[config.mk]
export PLATFORM = sky130hd
export DESIGN_NAME = fu_div_arb_flat
export DESIGN_NICKNAME = d
export VERILOG_FILES = /design/src/rtl/fu_div_arb_pkg.sv /design/src/rtl/squash_if.sv /design/src/rtl/rr_arbiter.sv /design/src/rtl/fu_div_arb.sv /design/src/flat_wrapper.sv
export SDC_FILE = /design/constraint.sdc
export NUM_CORES = 1
export LEC_CHECK = 0
export ABC_CLOCK_PERIOD_IN_PS = 12320
export CORE_AREA = 2 2 127 129
export DETAILED_ROUTE_END_ITERATION = 7
export DIE_AREA = 0 0 129 131
export PLACE_DENSITY = 0.79
export SYNTH_ARGS = -nofsm -noshare
export SYNTH_HDL_FRONTEND = slang
export SYNTH_SLANG_ARGS = --single-unit
[constraint.sdc]
create_clock -name clk -period 12.32 [get_ports clk]
set_input_delay 3.696 -clock clk [delete_from_list [all_inputs] [get_ports clk]]
set_output_delay 3.696 -clock clk [all_outputs]
set_load 0.03 [all_outputs]
[src/rtl/fu_div_arb_pkg.sv]
// Shared types for the divider arbiter: op/result records and the sequencer states.
package fu_div_arb_pkg;

  localparam int DIVARB_MAX_REQ = 8;

  typedef enum logic [1:0] {
    FU_DIV  = 2'd0,
    FU_DIVU = 2'd1,
    FU_REM  = 2'd2,
    FU_REMU = 2'd3
  } div_set_t;

  typedef struct packed {
    div_set_t    op;
    logic [31:0] rs1;
    logic [31:0] rs2;
    logic [4:0]  rd;
  } fu_input_t;

  typedef struct packed {
    logic [31:0] rdval;
    logic [4:0]  rd;
  } fu_output_t;

  typedef enum logic [1:0] {
    IDLE  = 2'd0,
    ISSUE = 2'd1,
    WAIT  = 2'd2
  } divarb_state_e;

endpackage

[src/rtl/squash_if.sv]
// Pipeline flush bundle; the arbiter only looks at valid.
interface squash_if;
  logic valid;

  modport master (output valid);
  modport slave  (input  valid);
endinterface

[src/rtl/rr_arbiter.sv]
// Combinational round-robin pick: first set request at or after ptr_i, searching cyclically.
module rr_arbiter #(
  parameter int NREQ  = 2,
  parameter int IDX_W = 1
) (
  input  logic [NREQ-1:0]  req_i,
  input  logic [IDX_W-1:0] ptr_i,
  output logic [NREQ-1:0]  gnt_o,
  output logic [IDX_W-1:0] idx_o
);

  always_comb begin
    int  k;
    logic found;
    gnt_o = '0;
    idx_o = '0;
    found = 1'b0;
    for (int i = 0; i < NREQ; i++) begin
      k = int'(ptr_i) + i;
      if (k >= NREQ) k = k - NREQ;
      if (!found && req_i[k]) begin
        found    = 1'b1;
        gnt_o[k] = 1'b1;
        idx_o    = IDX_W'(k);
      end
    end
  end

endmodule

[src/rtl/fu_div_arb.sv]
// Shares one iterative divider between NREQ issue ports, one op in flight at a time.
//   state | meaning
//   IDLE  | no op held; grant the next requester round-robin
//   ISSUE | latched op presented to the divider until accepted
//   WAIT  | divider busy; result routed to the owning port only
module fu_div_arb
  import fu_div_arb_pkg::*;
#(
  parameter int NREQ    = 2,
  parameter int TIMEOUT = 128,
  parameter int CNT_W   = 32
) (
  input  logic             clk,
  input  logic             rstn,
  input  fu_input_t        req_i [NREQ],
  input  logic [NREQ-1:0]  req_valid_i,
  output logic [NREQ-1:0]  req_ready_o,
  output fu_input_t        div_o,
  output logic             div_valid_o,
  input  logic             div_ready_i,
  input  fu_output_t       div_res_i,
  input  logic             div_res_valid_i,
  output fu_output_t       resp_o,
  output logic [NREQ-1:0]  resp_valid_o,
  output logic             busy_o,
  output logic             err_o,
  output logic [CNT_W-1:0] ops_o,
  squash_if.slave          squash_io
);

  localparam int IDX_W = (NREQ > 1) ? $clog2(NREQ) : 1;
  localparam int WD_W  = $clog2(TIMEOUT + 1);
  localparam logic [WD_W-1:0] WD_MAX = WD_W'(TIMEOUT);

  divarb_state_e    state_q, state_d;
  logic [IDX_W-1:0] rr_ptr_q, rr_ptr_d;
  logic [IDX_W-1:0] owner_q, owner_d;
  fu_input_t        op_q, op_d;
  logic [WD_W-1:0]  wd_cnt_q, wd_cnt_d;
  logic             err_q, err_d;
  logic [CNT_W-1:0] ops_q, ops_d;

  logic [NREQ-1:0]  gnt;
  logic [IDX_W-1:0] gnt_idx;
  logic [NREQ-1:0]  owner_oh;

  rr_arbiter #(.NREQ(NREQ), .IDX_W(IDX_W)) u_rr (
    .req_i (req_valid_i),
    .ptr_i (rr_ptr_q),
    .gnt_o (gnt),
    .idx_o (gnt_idx)
  );

  always_comb begin
    owner_oh = '0;
    for (int i = 0; i < NREQ; i++) owner_oh[i] = (owner_q == IDX_W'(i));
  end

  always_comb begin
    state_d      = state_q;
    rr_ptr_d     = rr_ptr_q;
    owner_d      = owner_q;
    op_d         = op_q;
    wd_cnt_d     = wd_cnt_q;
    ops_d        = ops_q;
    req_ready_o  = '0;
    div_valid_o  = 1'b0;
    resp_valid_o = '0;
    if (squash_io.valid) begin
      state_d  = IDLE;
      wd_cnt_d = '0;
    end else begin
      case (state_q)
        IDLE: begin
          if (|req_valid_i) begin
            req_ready_o = gnt;
            op_d        = req_i[gnt_idx];
            owner_d     = gnt_idx;
            state_d     = ISSUE;
          end
        end
        ISSUE: begin
          div_valid_o = 1'b1;
          if (div_ready_i) begin
            ops_d    = ops_q + CNT_W'(1);
            wd_cnt_d = '0;
            state_d  = WAIT;
          end
        end
        WAIT: begin
          if (div_res_valid_i) begin
            resp_valid_o = owner_oh;
            rr_ptr_d     = (owner_q == IDX_W'(NREQ - 1)) ? '0 : owner_q + 1'b1;
            state_d      = IDLE;
          end else if (wd_cnt_q != WD_MAX) begin
            wd_cnt_d = wd_cnt_q + 1'b1;
          end
        end
        default: state_d = IDLE;
      endcase
    end
    // state_q already sits in IDLE during reset; keep the grant from leaking out
    if (!rstn) req_ready_o = '0;
    err_d = err_q | (wd_cnt_d == WD_MAX);
  end

  always_ff @(posedge clk or negedge rstn) begin
    if (!rstn) begin
      state_q  <= IDLE;
      rr_ptr_q <= '0;
      owner_q  <= '0;
      wd_cnt_q <= '0;
      err_q    <= 1'b0;
      ops_q    <= '0;
    end else begin
      state_q  <= state_d;
      rr_ptr_q <= rr_ptr_d;
      owner_q  <= owner_d;
      wd_cnt_q <= wd_cnt_d;
      err_q    <= err_d;
      ops_q    <= ops_d;
    end
  end

  always_ff @(posedge clk) op_q <= op_d;

  assign div_o  = op_q;
  assign resp_o = div_res_i;
  assign busy_o = (state_q != IDLE);
  assign err_o  = err_q;
  assign ops_o  = ops_q;

endmodule

[src/flat_wrapper.sv]
// flat-port wrapper written by rule: the top's interface ports become plain ports
module fu_div_arb_flat import fu_div_arb_pkg::*;
#(
  parameter int NREQ    = 2,
  parameter int TIMEOUT = 128,
  parameter int CNT_W   = 32
)
  (clk, rstn, req_i, req_valid_i, req_ready_o, div_o, div_valid_o, div_ready_i, div_res_i, div_res_valid_i, resp_o, resp_valid_o, busy_o, err_o, ops_o, squash_io_valid);
  squash_if squash_io_i ();
  input  logic clk;
  input  logic rstn;
  input  fu_input_t req_i[NREQ];
  input  logic [NREQ-1:0] req_valid_i;
  output logic [NREQ-1:0] req_ready_o;
  output fu_input_t div_o;
  output logic div_valid_o;
  input  logic div_ready_i;
  input  fu_output_t div_res_i;
  input  logic div_res_valid_i;
  output fu_output_t resp_o;
  output logic [NREQ-1:0] resp_valid_o;
  output logic busy_o;
  output logic err_o;
  output logic [CNT_W-1:0] ops_o;
  input wire logic [$bits(squash_io_i.valid)-1:0] squash_io_valid;
  assign squash_io_i.valid = squash_io_valid;
  fu_div_arb #(.NREQ(NREQ), .TIMEOUT(TIMEOUT), .CNT_W(CNT_W)) u_core (.clk(clk), .rstn(rstn), .req_i(req_i), .req_valid_i(req_valid_i), .req_ready_o(req_ready_o), .div_o(div_o), .div_valid_o(div_valid_o), .div_ready_i(div_ready_i), .div_res_i(div_res_i), .div_res_valid_i(div_res_valid_i), .resp_o(resp_o), .resp_valid_o(resp_valid_o), .busy_o(busy_o), .err_o(err_o), .ops_o(ops_o), .squash_io(squash_io_i));
endmodule
==> metrics.md, run 1 <==
| Metric | Value |
|---|---|
| CTS Sinks | 116 |
| Postcts setup bufs | 0 |
| Input/output buffers | 258 |
| Routed WL | ~16000 microns |
| Layout Skew | 0.00847 ns |
| Reg-to-reg slack, setup | 9.96 ns |
| Final Cycle Share | 78.5% |
| CTS tree | built |
| P_leak | 3.28 nW |
| Power Density | between 150 and 200 nW/um^2 |
| Final Critical Period | 9.67 ns |
| Setup TNS | 0 ns |
| Largest cells by area after synthesis | edfxtp_1 (38%), dfrtp_1 (20%), mux2_2 (15%) |
| Layout area overhead | 55.3% |
| Largest net degree at the start of global routing | 73 |
| I/O Pins | between 300 and 400 |
| Final RePlAce weighted congestion | 0.813 |
| #FFs+latches synth | approximately 120 |
| Largest stage delay, worst path | roughly 0.76 ns |
| Mapped cell area | 5590 sq um |
| First-pass GRT wire length | 23400 microns |
| Register area share after synthesis | 58.2% |
| H-tree Lvls | 4 |
| Final hold violation count | 0 |
| HPWL after DPL | 12100 microns |
| Avg Inst Size Synth | approximately 13 sq um |
| Initial antenna violation count | 2 |
| Total gr overflow | 0 |
| CP Capture Type | output port |
| DR vias | between 4000 and 5000 |
| Ys flop type | edfxtp_1 |
| Worst-path clk slew | 0.06 ns |
| Slew Viols, Final | 0 |
| Post_cts resized | 0 |
| Initial drt markers | 188 |
| Worst slack, placed | 2.68 ns |
| Core outline area | 15600 sq um |
| Worst setup margin | around 2.6 ns |
| Clk buf depth | 2 |
| Mapped Cells | about 420 |
| Yosys Warn Count | 0 |
| Slowest CP cell | clkdlybuf4s50_1 |
| Final ANT Viol Nets | 0 |
| Row cnt | between 40 and 50 |
| Max_cap viols | 0 |
| CP startpoint kind | input port |
| Yosys top cell by area | edfxtp_1 |
| Vias in the first global route | 4342 |
| Die X-Extent | 129 microns |
| Commonest cells in the netlist | mux2_2 (75), edfxtp_1 (71), dfrtp_1 (45) |
| Die Ht | 131 microns |
| Layout cells sized above 1 | 17.6% |
| Crit path top cell by count | clkdlybuf4s50_1 |
| Critical Path AT | 5.98 ns |
| Status | complete, no violations |
| Vias per cell | 4.79 |
| DRC viols | 0 |
| Worst-margin pin slew | 0.947 ns |
| Syn_nets | 608 |
| Detailed Routing Iterations Pass 1 | 4 |
| Post-synth cell types | 49 |
| Setup-failing EPs final | 0 |
| Post-synthesis async set-or-reset flop share | 38.8% |
| HP Class | register to register |
| Cell Chain, Critical Path | clkdlybuf4s50_1 -> nand2b_1 -> a2111oi_0 -> clkdlybuf4s50_1 |
| Kind of critical path | input port to output port |
| Crit Path Max Fanout | 16 |
| Root buffer cell | clkbuf_16 |
| CTS Buf Count | 17 |
| GRT Overall Usage | 18.4% |
| RSZ-0062 raised after global routing | false |
| Count leader, synth | mux2_2 |
| CP top delay family | buffers and inverters |
| Nets | 840 |
| Die area | 16900 sq um |
| Critical Path RT | 8.62 ns |
| Fmax | 103 MHz |
| Yosys top cell area share | a little under two fifths |
| CTS Hold Bufs | 0 |
| Later-pin clock latency in the skew report | 0.41 ns |
| Slew HR | 36.9% |
| Max VDD drop | around 0.00013 V |
| Initial core utilization | 35.9% |
| Post-synth EDFFs | 71 |
| Buffer and inverter count on the worst path | 2 |
| Fill cells | 1303 |
| Drt wl/cell | around 18 microns |
[worst register-to-register path, cell delays in order, from the launching register on]
cell      delay [ns]
dfrtp_1         0.37
inv_1           0.08
ha_1            0.46
and4bb_2        0.30
a21o_2          0.19
or4_1           0.51
a22oi_1         0.18
a41o_1          0.19
[routing by layer]
layer  global-route usage (%)  share of wire, %  up-vias
met1                     21.0                37     2028
met4                     7.23               2.2        2
met3                     6.47               8.4       26
met2                     31.8                52      200
li1                         -                 -     1944
met5                        0             0.051        -
[path summary, 6_finish.rpt]
| path | start | to | cells after the start |
|---|---|---|---|
| min in group asynchronous | rstn | u_core.ops_o[12] | 2 |
| max in group asynchronous | rstn | u_core.wd_cnt_q[1] | 2 |
| worst max-delay path | squash_io_valid | req_ready_o[0] | 4 |
| worst min-delay path | u_core.ops_o[31] | u_core.ops_o[31] | 1 |
| worst max register to register | u_core.state_q[0] | u_core.err_o | 7 |
| worst min register to register | u_core.ops_o[31] | u_core.ops_o[31] | 1 |
[logic make-up after synthesis]
logic type / count (synthesis) / synth area share, %
XOR/XNOR: 31 / 4.85
buffers and inverters: 59 / 6.44
adder cells (fa/ha/maj): 7 / 1.57
AO/OA/AOI/OAI: 26 / 3.44
flip-flops: 116 / 58.2
AND/OR/NAND/NOR: 99 / 10.0
multiplexers: 77 / 15.5
[registers in the layout (all words and copies together), names as in the netlist]
signal           cells
u_core.owner_q       1
u_core.state_q       2
u_core.rr_ptr_q      1
u_core.ops_o        32
u_core.err_o         1
u_core.wd_cnt_q      8
u_core.div_o        71
[where the power goes]
group | switching [mW] | internal [mW] | leakage, nW
clock network | 0.164 | 0.271 | 0.258
registers | 0.0259 | 0.491 | 1.28
logic | 0.229 | 0.185 | 1.75
total | 0.419 | 0.947 | 3.28
[per-stage QoR]
step | hold WS, ns | instance area (sq um) | std cells | total power, mW | utilization, %
3_3_place_gp | 0.465 | 8160 | 844 | 0.928 | 52.3
2_1_floorplan | 0.478 | 5590 | 415 | 0.780 | -
4_1_cts | 0.494 | 8690 | 876 | 1.38 | 55.7
3_5_place_dp | 0.478 | 8160 | 844 | 0.940 | 52.3
5_1_grt | 0.520 | 8690 | 877 | 1.42 | 55.7
6_report | 0.480 | 8690 | 877 | 1.37 | 55.7
[area by class of cell]
| type | instances | area (sq um) | share of cell area [%] |
|---|---|---|---|
| inverters | 11 | 41.3 | 0.475 |
| flip-flops and latches | 116 | 3260 | 37.5 |
| well taps | 216 | 270 | 3.11 |
| repair buffers | 261 | 2600 | 29.9 |
| clock buffers | 26 | 489 | 5.63 |
| clock inverters | 6 | 32.5 | 0.374 |
| diodes | 1 | 2.50 | 0.0288 |
| multi-input cells | 240 | 1990 | 23.0 |
[cells in the final DEF, fill, tap and decap left out, types with 2 or more instances in the layout]
| master | n |
|---|---|
| xor2_1 | 6 |
| nor2b_1 | 3 |
| or4_1 | 2 |
| nand2b_1 | 4 |
| nand3_1 | 16 |
| a22oi_1 | 6 |
| nand3b_1 | 2 |
| a21boi_0 | 2 |
| edfxtp_1 | 71 |
| a21oi_1 | 4 |
| clkbuf_16 | 17 |
| clkinv_2 | 5 |
| inv_1 | 8 |
| clkbuf_1 | 6 |
| clkdlybuf4s50_1 | 257 |
| nand4b_1 | 4 |
| clkbuf_8 | 3 |
| o21ai_0 | 3 |
| dfrtp_1 | 45 |
| o31a_1 | 2 |
| nand4_1 | 4 |
| and4_1 | 3 |
| buf_4 | 3 |
| nand2_1 | 22 |
| and3_1 | 6 |
| nor3_1 | 4 |
| xnor2_1 | 25 |
| nor2_1 | 17 |
| inv_2 | 2 |
| mux2_2 | 75 |
| ha_1 | 7 |
| nor4_1 | 2 |
| mux2i_1 | 2 |
Power figures use the tool's default switching activity.
==> inputs of run 2 (changes only) <==
- ABC_CLOCK_PERIOD_IN_PS: 12320 -> 9000
- CORE_AREA: 2 2 127 129 -> 2 2 128 130
- DIE_AREA: 0 0 129 131 -> 0 0 130 132
- PLACE_DENSITY: 0.79 -> 0.78
- clock period: 12.32 -> 9 ns (I/O delays scaled with it)
==> run 2 against run 1 <==
  * Sequential share of layout area down 0.36 points
  * Via count increased by 0.14%
  * Flip-flop and latch count unchanged
  * Design area is 0.98% higher
  * Worst setup slack lost 1.1 ns
  * Sequential power rose by 37%
  * Global-route usage down 0.43 points
  * Non-clock buffer count is 1 higher
  * Clock power grew 53%
==> metrics.md, run 2 (synthesis results as in run 1) <==
| Metric | Value |
|---|---|
| Worst-path clk slew | 0.05 ns (about the same) |
| Largest net degree at the start of global routing | 73 (unchanged) |
| Input/output buffers | 258 (unchanged) |
| Crit Path Max Fanout | 16 (unchanged) |
| Reg-to-reg slack, setup | 6.67 ns (-3.29 ns) |
| P_int | 1.35 mW (+43%) |
| Die X-Extent | 130 microns (+0.78%) |
| Most frequent cells in the layout | clkdlybuf4s50_1 (257), mux2_2 (75), edfxtp_1 (71), dfrtp_1 (45), xnor2_1 (25) |
| DRC viols | 0 (unchanged) |
| Postcts setup bufs | 0 (unchanged) |
| Initial core utilization | 35.6% (-0.26 points) |
| P_leak | 3.34 nW (+1.6%) |
| Slew HR | 36.4% (-0.48 points) |
| Cell Chain, Critical Path | clkdlybuf4s50_1 -> buf_4 -> nand2b_1 -> a2111oi_0 -> clkdlybuf4s50_1 |
| Kind of critical path | input port to output port |
| Post-Place Cell Area | 8170 sq um (about the same) |
| Layout Skew | 0.00740 ns (-0.00107 ns) |
| Setup-failing EPs final | 0 (unchanged) |
| Initial drt markers | 231 (+23%) |
| Clk network pwr share | 34.3% (+2.5 points) |
| Routed WL | 15500 microns (-2.1%) |
| CP startpoint kind | input port |
| Final Cycle Share | a little over four fifths |
| CTS Hold Bufs | 0 (unchanged) |
| Root buffer cell | clkbuf_16 |
| Core outline area | 15700 sq um (+0.74%) |
| Max reg flops | 71 (unchanged) |
| Flop pwr share | 36.4% (-1.4 points) |
| Later-pin clock latency in the skew report | 0.41 ns (about the same) |
| GRT Overall Usage | 18.0% (-0.43 points) |
| Final Critical Period | 7.50 ns |
| Final ANT Viol Nets | 0 (unchanged) |
| Switch Pwr | 0.597 mW (+43%) |
| CP top delay family | buffers and inverters |
| Slew Viols, Final | 0 (unchanged) |
| Worst-margin pin slew | 0.954 ns (+0.00721 ns) |
| Antenna diodes | 0 (-1) |
| Switch share | 30.6% (about the same) |
| Setup TNS | 0 ns (unchanged) |
| Nets | 841 (+0.12%) |
| HP Class | register to register |
| Row cnt | 46 (unchanged) |
| Die area | 17200 sq um (+1.5%) |
| Detailed Routing Iterations Pass 1 | 4 (unchanged) |
| I/O Pins | 333 (unchanged) |
| Final core occ | 55.8% (+0.13 points) |
| Clk buf depth | 2 (unchanged) |
| Met2 Use GR | 30.4% (-1.4 points) |
| Vias in the first global route | 4412 (+1.6%) |
| Critical Path AT | 4.80 ns (-1.18 ns) |
| Global route hottest layer | met2 |
| CTS Buf Count | 17 (unchanged) |
| Status | complete, no violations |
| HPWL after DPL | 11700 microns (-2.8%) |
| Met1 Resource Use GR | 20.2% (-0.73 points) |
| Fmax | 133 MHz |
| Slowest CP cell | clkdlybuf4s50_1 |
| CTS Sinks | 116 (unchanged) |
| Final RePlAce weighted congestion | 0.851 (+4.8%) |
| Crit path top cell by count | clkdlybuf4s50_1 |
| First-pass GRT wire length | 23300 microns (-0.53%) |
| Vias per cell | 4.80 (+0.14%) |
| Die Ht | 132 microns (+0.76%) |
| Drt wl/cell | 17.6 microns (-2.1%) |
| CP Capture Type | output port |
| CTS tree | built |
| DR vias | 4206 (+0.14%) |
| Post-route cell area | 8770 sq um (+0.98%) |
| Met3 Use GR | 5.76% (-0.71 points) |
| Layout area overhead | 56.8% |
| Initial antenna violation count | 0 (-2) |
| H-tree Lvls | 4 (unchanged) |
| Max_cap viols | 0 (unchanged) |
| Layout cells sized above 1 | 18.5% (+0.88 points) |
| RSZ-0062 raised after global routing | false |
| Power Density | 222 nW/um^2 (+41%) |
| Buffer and inverter count on the worst path | 3 (+1) |
| Total gr overflow | 0 (unchanged) |
| Critical Path RT | 6.30 ns (-2.32 ns) |
| Final hold violation count | 0 (unchanged) |
| Largest stage delay, worst path | 0.77 ns (about the same) |
| Post_cts resized | 0 (unchanged) |
| Combinational share of power | 29.4% (-0.9 points) |
| Commonest non-fill, non-tap cell in the layout | clkdlybuf4s50_1 |
| Max VDD drop | 0.000172 V (+38%) |
-- run 2: changes by cell type in the layout (fill, tap and decap cells not counted), moves of 2 or more --
cell       delta
clkbuf_1      -5
clkinv_4      +2
clkbuf_8      -2
inv_4         +2
clkbuf_16     +4
-- run 2: final cells by class --
type / instances / area (sq um)
Clock buffer: 23 / 543
Clock inverter: 9 / 58.8
Fill cell: 1292 / 6940
Inverter: 11 / 41.3
Multi-Input combinational cell: 240 / 1990
Sequential cell: 116 / 3260
Tap cell: 216 / 270
Timing Repair Buffer: 262 / 2610
-- run 2: power by group through the flow --
stage          combinational, mW  sequential, mW  clock (mW)
6_report                   0.572           0.708       0.667
5_1_grt                    0.609           0.716       0.704
4_1_cts                    0.579           0.708       0.684
3_5_place_dp               0.576           0.718           0
3_3_place_gp               0.565           0.714           0
2_1_floorplan              0.217           0.851           0
-- run 2: per-layer routing --
layer / vias up / part of all wire (%)
li1: 1943 / -
met1: 2011 / 39
met2: 199 / 50
met3: 53 / 7.8
met4: 0 / 3.1
met5: - / 0
-- run 2: worst paths after layout --
check                                        from                  to  cells past startpoint
worst max register to register  u_core.state_q[0]        u_core.err_o                      7
worst min-delay path             u_core.ops_o[31]    u_core.ops_o[31]                      1
worst max-delay path              squash_io_valid      req_ready_o[0]                      5
max in group asynchronous                    rstn  u_core.wd_cnt_q[0]                      2
worst min register to register   u_core.ops_o[31]    u_core.ops_o[31]                      1
min in group asynchronous                    rstn    u_core.ops_o[24]                      2
-- run 2: per-stage QoR --
step	power [mW]	cells	hold slack (ns)	worst slack [ns]
2_1_floorplan	1.07	415	0.478	1.87
3_3_place_gp	1.28	845	0.459	1.62
3_5_place_dp	1.29	845	0.467	1.49
4_1_cts	1.97	877	0.474	1.50
5_1_grt	2.03	877	0.484	1.44
6_report	1.95	877	0.468	1.50
==> inputs of run 3 (changes only) <==
- ABC_CLOCK_PERIOD_IN_PS: 9000 -> 7000
- clock period: 9 -> 7 ns (I/O delays scaled with it)
==> run 3 against run 2 <==
  * Largest cell class unchanged
  * Clock skew down 0.0014 ns
  * Global-route usage up 0.18 points
  * Largest power group unchanged
  * Combinational power up 28%
  * Design area about the same
  * Non-clock buffer count unchanged
  * Sequential power up 28%
  * Die area unchanged
==> metrics.md, run 3 (synthesis results as in run 1) <==
| Metric | Value |
|---|---|
| Fmax | 159 MHz |
| I/O Pins | 333 (unchanged) |
| Initial antenna violation count | 0 (unchanged) |
| GRT Overall Usage | 18.1% (+0.18 points) |
| Core outline area | 15700 sq um (unchanged) |
| Die area | 17200 sq um (unchanged) |
| Max reg flops | 71 (unchanged) |
| Vias per cell | 4.79 (-0.14%) |
| Initial core utilization | 35.6% (unchanged) |
| Detailed Routing Iterations Pass 1 | 4 (unchanged) |
| CP startpoint kind | input port |
| Drt wl/cell | 17.8 microns (+1.2%) |
| Max VDD drop | 0.000157 V (-8.9%) |
| Final ANT Viol Nets | 0 (unchanged) |
| CTS Sinks | 116 (unchanged) |
| Setup TNS | 0 ns (unchanged) |
| Root buffer cell | clkbuf_16 |
| Vias in the first global route | 4390 (-0.50%) |
| Status | complete, no violations |
| HP Class | register to register |
| Crit Path Max Fanout | 5 (-11) |
| Final RePlAce weighted congestion | 0.816 (-4.2%) |
| Kind of critical path | input port to output port |
| CTS Buf Count | 17 (unchanged) |
| RSZ-0062 raised after global routing | false |
| Clk buf depth | 2 (unchanged) |
| Most frequent cells in the layout | clkdlybuf4s50_1 (257), mux2_2 (75), edfxtp_1 (71), dfrtp_1 (45), xnor2_1 (25) |
| Antenna diodes | 0 (unchanged) |
| CTS Hold Bufs | 0 (unchanged) |
| Die X-Extent | 130 microns (unchanged) |
| CP Capture Type | output port |
| Postcts setup bufs | 0 (unchanged) |
| Slew HR | 38.1% (+1.7 points) |
| Worst slack, placed | 0.765 ns (-0.722 ns) |
| Commonest non-fill, non-tap cell in the layout | clkdlybuf4s50_1 |
| Largest net degree at the start of global routing | 73 (unchanged) |
| Input/output buffers | 258 (unchanged) |
| Later-pin clock latency in the skew report | 0.41 ns (about the same) |
| Critical Path RT | 4.90 ns (-1.40 ns) |
| CTS tree | built |
| Worst-path clk slew | 0.05 ns (about the same) |
| Total gr overflow | 0 (unchanged) |
| Die Ht | 132 microns (unchanged) |
| Max_cap viols | 0 (unchanged) |
| Row cnt | 46 (unchanged) |
| DRC viols | 0 (unchanged) |
| Final Cycle Share | 89.6% |
| Final hold violation count | 0 (unchanged) |
| Critical Path AT | 4.17 ns (-0.63 ns) |
| Power Density | 287 nW/um^2 (+30%) |
| Layout area overhead | 56.9% (about the same) |
| Setup-failing EPs final | 0 (unchanged) |
| Nets | 841 (unchanged) |
| P_leak | 3.33 nW (-0.16%) |
| Layout cells sized above 1 | 18.5% (unchanged) |
| Post_cts resized | 0 (unchanged) |
| Worst-margin pin slew | 0.928 ns (-0.0260 ns) |
| Routed WL | 15600 microns (+1.2%) |
| Final Critical Period | approximately 6.3 ns |
| First-pass GRT wire length | 23500 microns (+0.83%) |
| Layout Skew | 0.00595 ns (-0.00145 ns) |
| H-tree Lvls | 4 (unchanged) |
| Initial drt markers | 200 (-13%) |
| DR vias | 4200 (-0.14%) |
| Worst setup margin | 0.729 ns (-0.772 ns) |
| HPWL after DPL | 11900 microns (+1.3%) |
| Slew Viols, Final | 0 (unchanged) |
## run 3: final timing paths
kind,slack [ns],end,cells past startpoint,startpoint
max,0.73,req_ready_o[0],4,squash_io_valid
min,0.47,u_core.ops_o[31],1,u_core.ops_o[31]
max reg2reg,4.51,u_core.div_o[25],5,u_core.state_q[0]
min reg2reg,0.47,u_core.ops_o[31],1,u_core.ops_o[31]
max in group asynchronous,4.73,u_core.ops_o[5],2,rstn
min in group asynchronous,1.87,u_core.ops_o[28],2,rstn
## run 3: metrics by stage
step	total power [mW]	util (%)	instance area (sq um)	hold WS, ns	instances
3_3_place_gp	1.64	52.0	8170	0.459	845
3_5_place_dp	1.66	52.0	8170	0.464	845
6_report	2.52	55.8	8770	0.471	877
5_1_grt	2.63	55.8	8770	0.490	877
4_1_cts	2.55	55.8	8770	0.475	877
2_1_floorplan	1.37	-	5590	0.478	415
## run 3: cell type report
cell class              instances  area (sq um)
fillers                      1278          6940
flip-flops and latches        116          3260
repair buffers                262          2610
multi-input cells             240          1990
clock buffers                  21           482
well taps                     216           270
clock inverters                11           121
inverters                      11          41.3
## run 3: worst max-delay path, cell delays in order
cell	delay [ns]
clkdlybuf4s50_1	0.44
nand2b_1	0.29
a2111oi_0	0.55
clkdlybuf4s50_1	0.79
## run 3: power breakdown
group	leakage, nW	internal [mW]	switching [mW]
Sequential	1.28	0.862	0.0465
Combinational	1.76	0.326	0.409
Clock	0.299	0.564	0.314
Total	3.33	1.75	0.769
## run 3: routing by layer
metal	up-vias	wire, microns	share of wire (%)	global-route usage [%]
met5	-	0	0	0
met4	0	343	2.2	7.53
met3	41	962	6.2	5.44
met2	186	8170	52	31.5
met1	2032	6170	39	20.6
li1	1941	-	-	-
==> RTL edit 1 (config.mk and constraints of run 3) <==
Encoding of `divarb_state_e`: now one-hot (3 bits for 3 states).
--- a/src/rtl/fu_div_arb_pkg.sv
+++ b/src/rtl/fu_div_arb_pkg.sv
@@ -22,10 +22,10 @@
     logic [4:0]  rd;
   } fu_output_t;
 
-  typedef enum logic [1:0] {
-    IDLE  = 2'd0,
-    ISSUE = 2'd1,
-    WAIT  = 2'd2
+  typedef enum logic [2:0] {
+    IDLE  = 3'b001,
+    ISSUE = 3'b010,
+    WAIT  = 3'b100
   } divarb_state_e;
 
 endpackage
Formal check against the unedited RTL: same outputs for any inputs over 4 cycles, from zero or initial values and one cycle with rstn low; so few cycles prove little.
==> RTL edit 1 against run 3 <==
  * Cell area is 0.50% lower
  * Cell count is 0.57% higher
  * Sequential share of layout area is 0.49 points higher
  * Maximum frequency increased by 3.0%
  * Setup slack better by 0.18 ns
  * Routed wire length rose by 13%
  * Clock skew up 0.0023 ns
  * Via count increased by 3.2%
  * Synthesized area up 0.45%
  * Sequential cell count grew 1
  * Critical path type unchanged
  * Highest routed layer unchanged
Power is not compared: it rests on default switching activity, and its combinational part moved more than twofold at a synthesized area within 25%.
==> RTL edit 1: results (changes against run 3) <==
[metrics] post-route cell area: 8730 um2 (-0.50%)
[metrics] initial antenna violation count: 0 (unchanged)
[metrics] Placement Setup Slack: 0.906 ns (+0.141 ns)
[metrics] fraction of area in clock buffers and inverters: 0.0629 (-0.00582)
[metrics] WL per Instance: 20.1 um (+13%)
[metrics] total of plain and repair buffers excluding clock buffers: 264 (+0.76%)
[metrics] multiplexer share of the synthesized area: 0.142 (-0.0123)
[metrics] net switching power of the design: between 500 and 600 uW
[metrics] adder and majority gate portion of the synthesized area: 0.00668 (-0.00898)
[metrics] layout net count: 842 (+0.12%)
[metrics] cell count after synthesis: 418 (+0.72%)
[metrics] clock buffer count in the final layout: 20 (-4.8%)
[metrics] Non-CTS inverters: 13 (+2)
[metrics] final standard cell count with taps included and fillers excluded: 882 (+0.57%)
[metrics] proportion of synthesized chip area in sequential cells: 0.585 (+0.00208)
[metrics] fraction of standard cell area in multi-input logic: 0.224 (-0.00330)
[metrics] total global-route track usage: 0.208 (+0.0268)
[metrics] iteration-0 DRC count of the detailed router: 235 (+18%)
[metrics] weighted congestion reported at the end of routability-driven placement: 0.880 (+7.9%)
[metrics] fraction of final layout cells with drive strength greater than 1: 0.180 (-0.00439)
[metrics] Worst path max stage delay: 0.73 ns (-0.06 ns)
[metrics] total of fill cells in the finished design: 1305 (+2.1%)
[metrics] main area contributors after synthesis: sky130_fd_sc_hd__edfxtp_1 (38%), sky130_fd_sc_hd__dfrtp_1 (20%), sky130_fd_sc_hd__mux2_2 (14%)
[metrics] pin slew with the least headroom to its limit: 0.892 ns (-0.0359 ns)
[metrics] result of the run: completed
[metrics] global-route wire length before repair: 26000 um (+11%)
[metrics] register fraction of the total cell area: 0.376 (+0.00487)
[metrics] arrival time of data at the critical path endpoint: 3.99 ns (-0.18 ns)
[metrics] Max Clock Skew: 0.00824 ns (+0.00229 ns)
[metrics] Worst R2R Path Depth: 6 (+1)
[metrics] placed cell count: 850 (+0.59%)
[metrics] Data buffer area share: 0.300 (+0.00321)
[metrics] syn_nets: 607 (-0.16%)
[metrics] standard cell area after detailed placement: 8180 um2 (+0.12%)
[metrics] xor/xnor cell area share of the yosys netlist: 0.0499 (+0.00134)
[metrics] pin count of the biggest net entering global routing: 68 (-6.8%)
[metrics] count of clock tree sinks: 117 (+0.86%)
[metrics] RR Startpoint: u_core.state_q[0]
[metrics] Min-Delay Startpoint: u_core.ops_o[31]
[metrics] number of gates resized after cts: 0 (unchanged)
[metrics] vias after detailed routing: 4333 (+3.2%)
[metrics] biggest fanout along the worst timing path: 11 (+6)
[metrics] async set-or-reset flop fraction in the synthesized netlist: 0.393 (+0.00523)
[metrics] via count of the first global-routing pass: 4516 (+2.9%)
[metrics] Synth Area in Compound Gates: 0.0379 (+0.00341)
RTL edit 1: path summary, 6_finish.rpt:
path                                      endpoint  slack [ns]
max in group asynchronous       u_core.wd_cnt_q[7]        4.73
worst min-delay path              u_core.ops_o[31]        0.48
min in group asynchronous          u_core.ops_o[4]        1.84
worst max register to register    u_core.div_o[70]        3.97
worst min register to register    u_core.ops_o[31]        0.48
worst max-delay path                req_ready_o[0]        0.91
RTL edit 1: cell families (layout without fill, tap and decap cells):
family,after synthesis,after routing
buffers and inverters,61,309
AOI/OAI and AO/OA,30,30
adders and majority gates,3,3
xor gates and xnor gates,32,32
DFF,117,117
and+or+nand+nor,104,104
muxes,71,71
RTL edit 1: routing by layer:
metal	routed length (um)	track usage	up-vias	part of all wire
met4	543	0.0914	0	0.031
li1	-	-	1954	-
met1	6400	0.227	2100	0.36
met3	2550	0.125	43	0.14
met5	0	0	-	0
met2	8240	0.324	236	0.46
==> RTL edit 2 (config.mk and constraints of run 3) <==
Without the edit above. `CNT_W` is set to 32 in 2 places; all go to 24.
--- a/src/rtl/fu_div_arb.sv
+++ b/src/rtl/fu_div_arb.sv
@@ -8,7 +8,7 @@
 #(
   parameter int NREQ    = 2,
   parameter int TIMEOUT = 128,
-  parameter int CNT_W   = 32
+  parameter int CNT_W   = 24
 ) (
   input  logic             clk,
   input  logic             rstn,
--- a/src/flat_wrapper.sv
+++ b/src/flat_wrapper.sv
@@ -3,7 +3,7 @@
 #(
   parameter int NREQ    = 2,
   parameter int TIMEOUT = 128,
-  parameter int CNT_W   = 32
+  parameter int CNT_W   = 24
 )
   (clk, rstn, req_i, req_valid_i, req_ready_o, div_o, div_valid_o, div_ready_i, div_res_i, div_res_valid_i, resp_o, resp_valid_o, busy_o, err_o, ops_o, squash_io_valid);
   squash_if squash_io_i ();
Ports: changed (resized ops_o); port bits go from 333 to 325. The function was not compared with the original's and may differ.
==> RTL edit 2 against run 3 <==
  * Global-route usage shrank 1.7 points
  * Largest cell class unchanged
  * Routed wire length is 7.7% lower
  * Power shrank 19%
  * Sequential cell count down 8
  * Register-to-register slack is essentially flat
  * Sequential power fell by 7.6%
  * Highest routed layer unchanged
  * Largest power group unchanged
  * Critical endpoint is now resp_valid_o[1]
  * Via count is 6.2% lower
  * Cell area fell by 7.8%
  * Core utilization shrank 4.4 points
  * Synthesized area shrank 5.5%
  * Clock power decreased by 38%
  * Hold slack worse by 0.0027 ns
  * Setup slack gained 0.28 ns
==> RTL edit 2: results (changes against run 3) <==
[metrics] worst min-delay path category: flop to flop
[metrics] main area contributors after synthesis: sky130_fd_sc_hd__edfxtp_1 (40%), sky130_fd_sc_hd__dfrtp_1 (18%), sky130_fd_sc_hd__mux2_2 (15%)
[metrics] initial antenna violation count: 0 (unchanged)
[metrics] biggest fanout along the worst timing path: 15 (+10)
[metrics] total global-route track usage: 0.165 (-0.0169)
[metrics] number of buffers created by CTS: 9 (-8)
[metrics] maximum vdd ir drop: 0.115 mV (-27%)
[metrics] I/O Buffers: 250 (-3.1%)
[metrics] clock latency on the worst-skew pair: 0.34 ns (-0.07 ns)
[metrics] number of gates resized after cts: 0 (unchanged)
[metrics] number of distinct library cell variants in the gate-level netlist after synthesis: 50 (+2.0%)
[metrics] Worst R2R Path Depth: 8 (+3)
[metrics] Post-CTS Setup Bufs: 0 (unchanged)
[metrics] met2 Use GR: 0.293 (-0.0227)
[metrics] met1 layer usage reported by global route: 0.182 (-0.0237)
[metrics] Synth top cells by count: sky130_fd_sc_hd__mux2_2 (72), sky130_fd_sc_hd__edfxtp_1 (71), sky130_fd_sc_hd__buf_4 (38)
[metrics] syn_nets: 583 (-4.1%)
[metrics] WL per Instance: 17.5 um (-2.1%)
[metrics] clock-pin slew of the registers on the worst-case setup and hold paths: 0.06 ns
[metrics] Root Driver: sky130_fd_sc_hd__clkbuf_16
[metrics] iteration-0 DRC count of the detailed router: 170 (-15%)
[metrics] leakage power: 0.00300 uW (-9.9%)
[metrics] weighted congestion reported at the end of routability-driven placement: 0.857 (+5.1%)
[metrics] ratio of routed vias to standard cells: 4.77 (-0.49%)
[metrics] GR Layer Usage met3: 0.0499 (-0.00446)
[metrics] result of the run: completed
[metrics] average footprint of a synthesized cell: 13.5 um2 (+0.51%)
[metrics] global-route wire length before repair: 21500 um (-8.5%)
[metrics] proportion of synthesized chip area in sequential cells: 0.579 (-0.00368)
[metrics] Max Clock Skew: 0.00905 ns (+0.00310 ns)
[metrics] Internal Dissipation: 1420 uW (-19%)
[metrics] Initial Util: 0.336 (-0.0197)
[metrics] async set-or-reset flop fraction in the synthesized netlist: 0.343 (-0.0453)
[metrics] capture instance of the worst register-to-register path: u_core.err_o
[metrics] via count of the first global-routing pass: 4092 (-6.8%)
[metrics] pin slew with the least headroom to its limit: 0.958 ns (+0.0303 ns)
[metrics] Clock H-tree levels: 3 (-1)
[metrics] destination of the critical timing path: resp_valid_o[1]
[metrics] Max clock buf depth: 2 (unchanged)
[metrics] placed cell count: 811 (-4.0%)
[metrics] fraction of final layout cells with drive strength greater than 1: 0.160 (-0.0242)
[metrics] RR Startpoint: u_core.state_q[1]
[metrics] layout net count: 799 (-5.0%)
[metrics] count of synthesis-stage warnings from yosys: 0 (unchanged)
[metrics] flip-flop count of the largest register, all copies and words added: 71 (unchanged)
[metrics] vias after detailed routing: 3941 (-6.2%)
[metrics] HPWL after DPL: 11300 um (-5.2%)
[metrics] reg2reg setup slack: 4.50 ns (about the same)
[metrics] arrival time of data at the critical path endpoint: 3.89 ns (-0.28 ns)
[metrics] cell depth of the worst hold path: 1 (unchanged)
RTL edit 2: cell type report:
type	count	area (um2)
fillers	1335	7620
flip-flops and latches	108	3060
repair buffers	254	2530
multi-input cells	221	1870
well taps	216	270
clock buffers	10	229
clock inverters	6	88.8
inverters	12	45.0
RTL edit 2: cell families (layout without fill, tap and decap cells):
group / count (synthesis) / in the layout / synth area share
mux: 75 / 75 / 0.159
buf+inv: 61 / 282 / 0.0715
simple gates: 83 / 83 / 0.0921
flops: 108 / 108 / 0.579
xor+xnor: 23 / 23 / 0.0381
compound gates: 33 / 33 / 0.0438
fa+ha+maj: 7 / 7 / 0.0166
RTL edit 2: worst min-delay path by stage:
stage                           from                to  slack (ns)
finish              u_core.ops_o[23]  u_core.ops_o[23]        0.47
global route        u_core.ops_o[23]  u_core.ops_o[23]        0.51
CTS                 u_core.ops_o[23]  u_core.ops_o[23]        0.48
detailed placement  u_core.ops_o[23]  u_core.ops_o[23]        0.47
global placement    u_core.ops_o[23]  u_core.ops_o[23]        0.46
floorplan            u_core.rr_ptr_q   u_core.rr_ptr_q        0.48
RTL edit 2: per-layer routing:
| layer | wire length [um] | up-vias |
|---|---|---|
| met2 | 7400 | 199 |
| met1 | 5520 | 1897 |
| met3 | 1200 | 20 |
| li1 | - | 1825 |
| met5 | 0 | - |
| met4 | 312 | 0 |
RTL edit 2: critical path: stages:
cell and delay [ns]:
sky130_fd_sc_hd__clkdlybuf4s50_1 0.41, sky130_fd_sc_hd__buf_4 0.20, sky130_fd_sc_hd__nor2b_1 0.29, sky130_fd_sc_hd__and3_1 0.22, sky130_fd_sc_hd__clkdlybuf4s50_1 0.67
RTL edit 2: metrics by stage:
stage	setup WS, ns	instance area, um2
global route	0.933	8090
CTS	0.991	8090
global placement	1.04	7770
floorplan	1.07	5280
detailed placement	0.991	7770
finish	1.01	8090
RTL edit 2: power by group through the flow:
stage | Combinational, uW | Sequential [uW] | Clock [uW]
after floorplan | 255 | 1000 | 0
after detailed placement | 673 | 854 | 0
after global placement | 657 | 850 | 0
final | 667 | 840 | 542
after global routing | 704 | 850 | 578
after CTS | 675 | 842 | 558
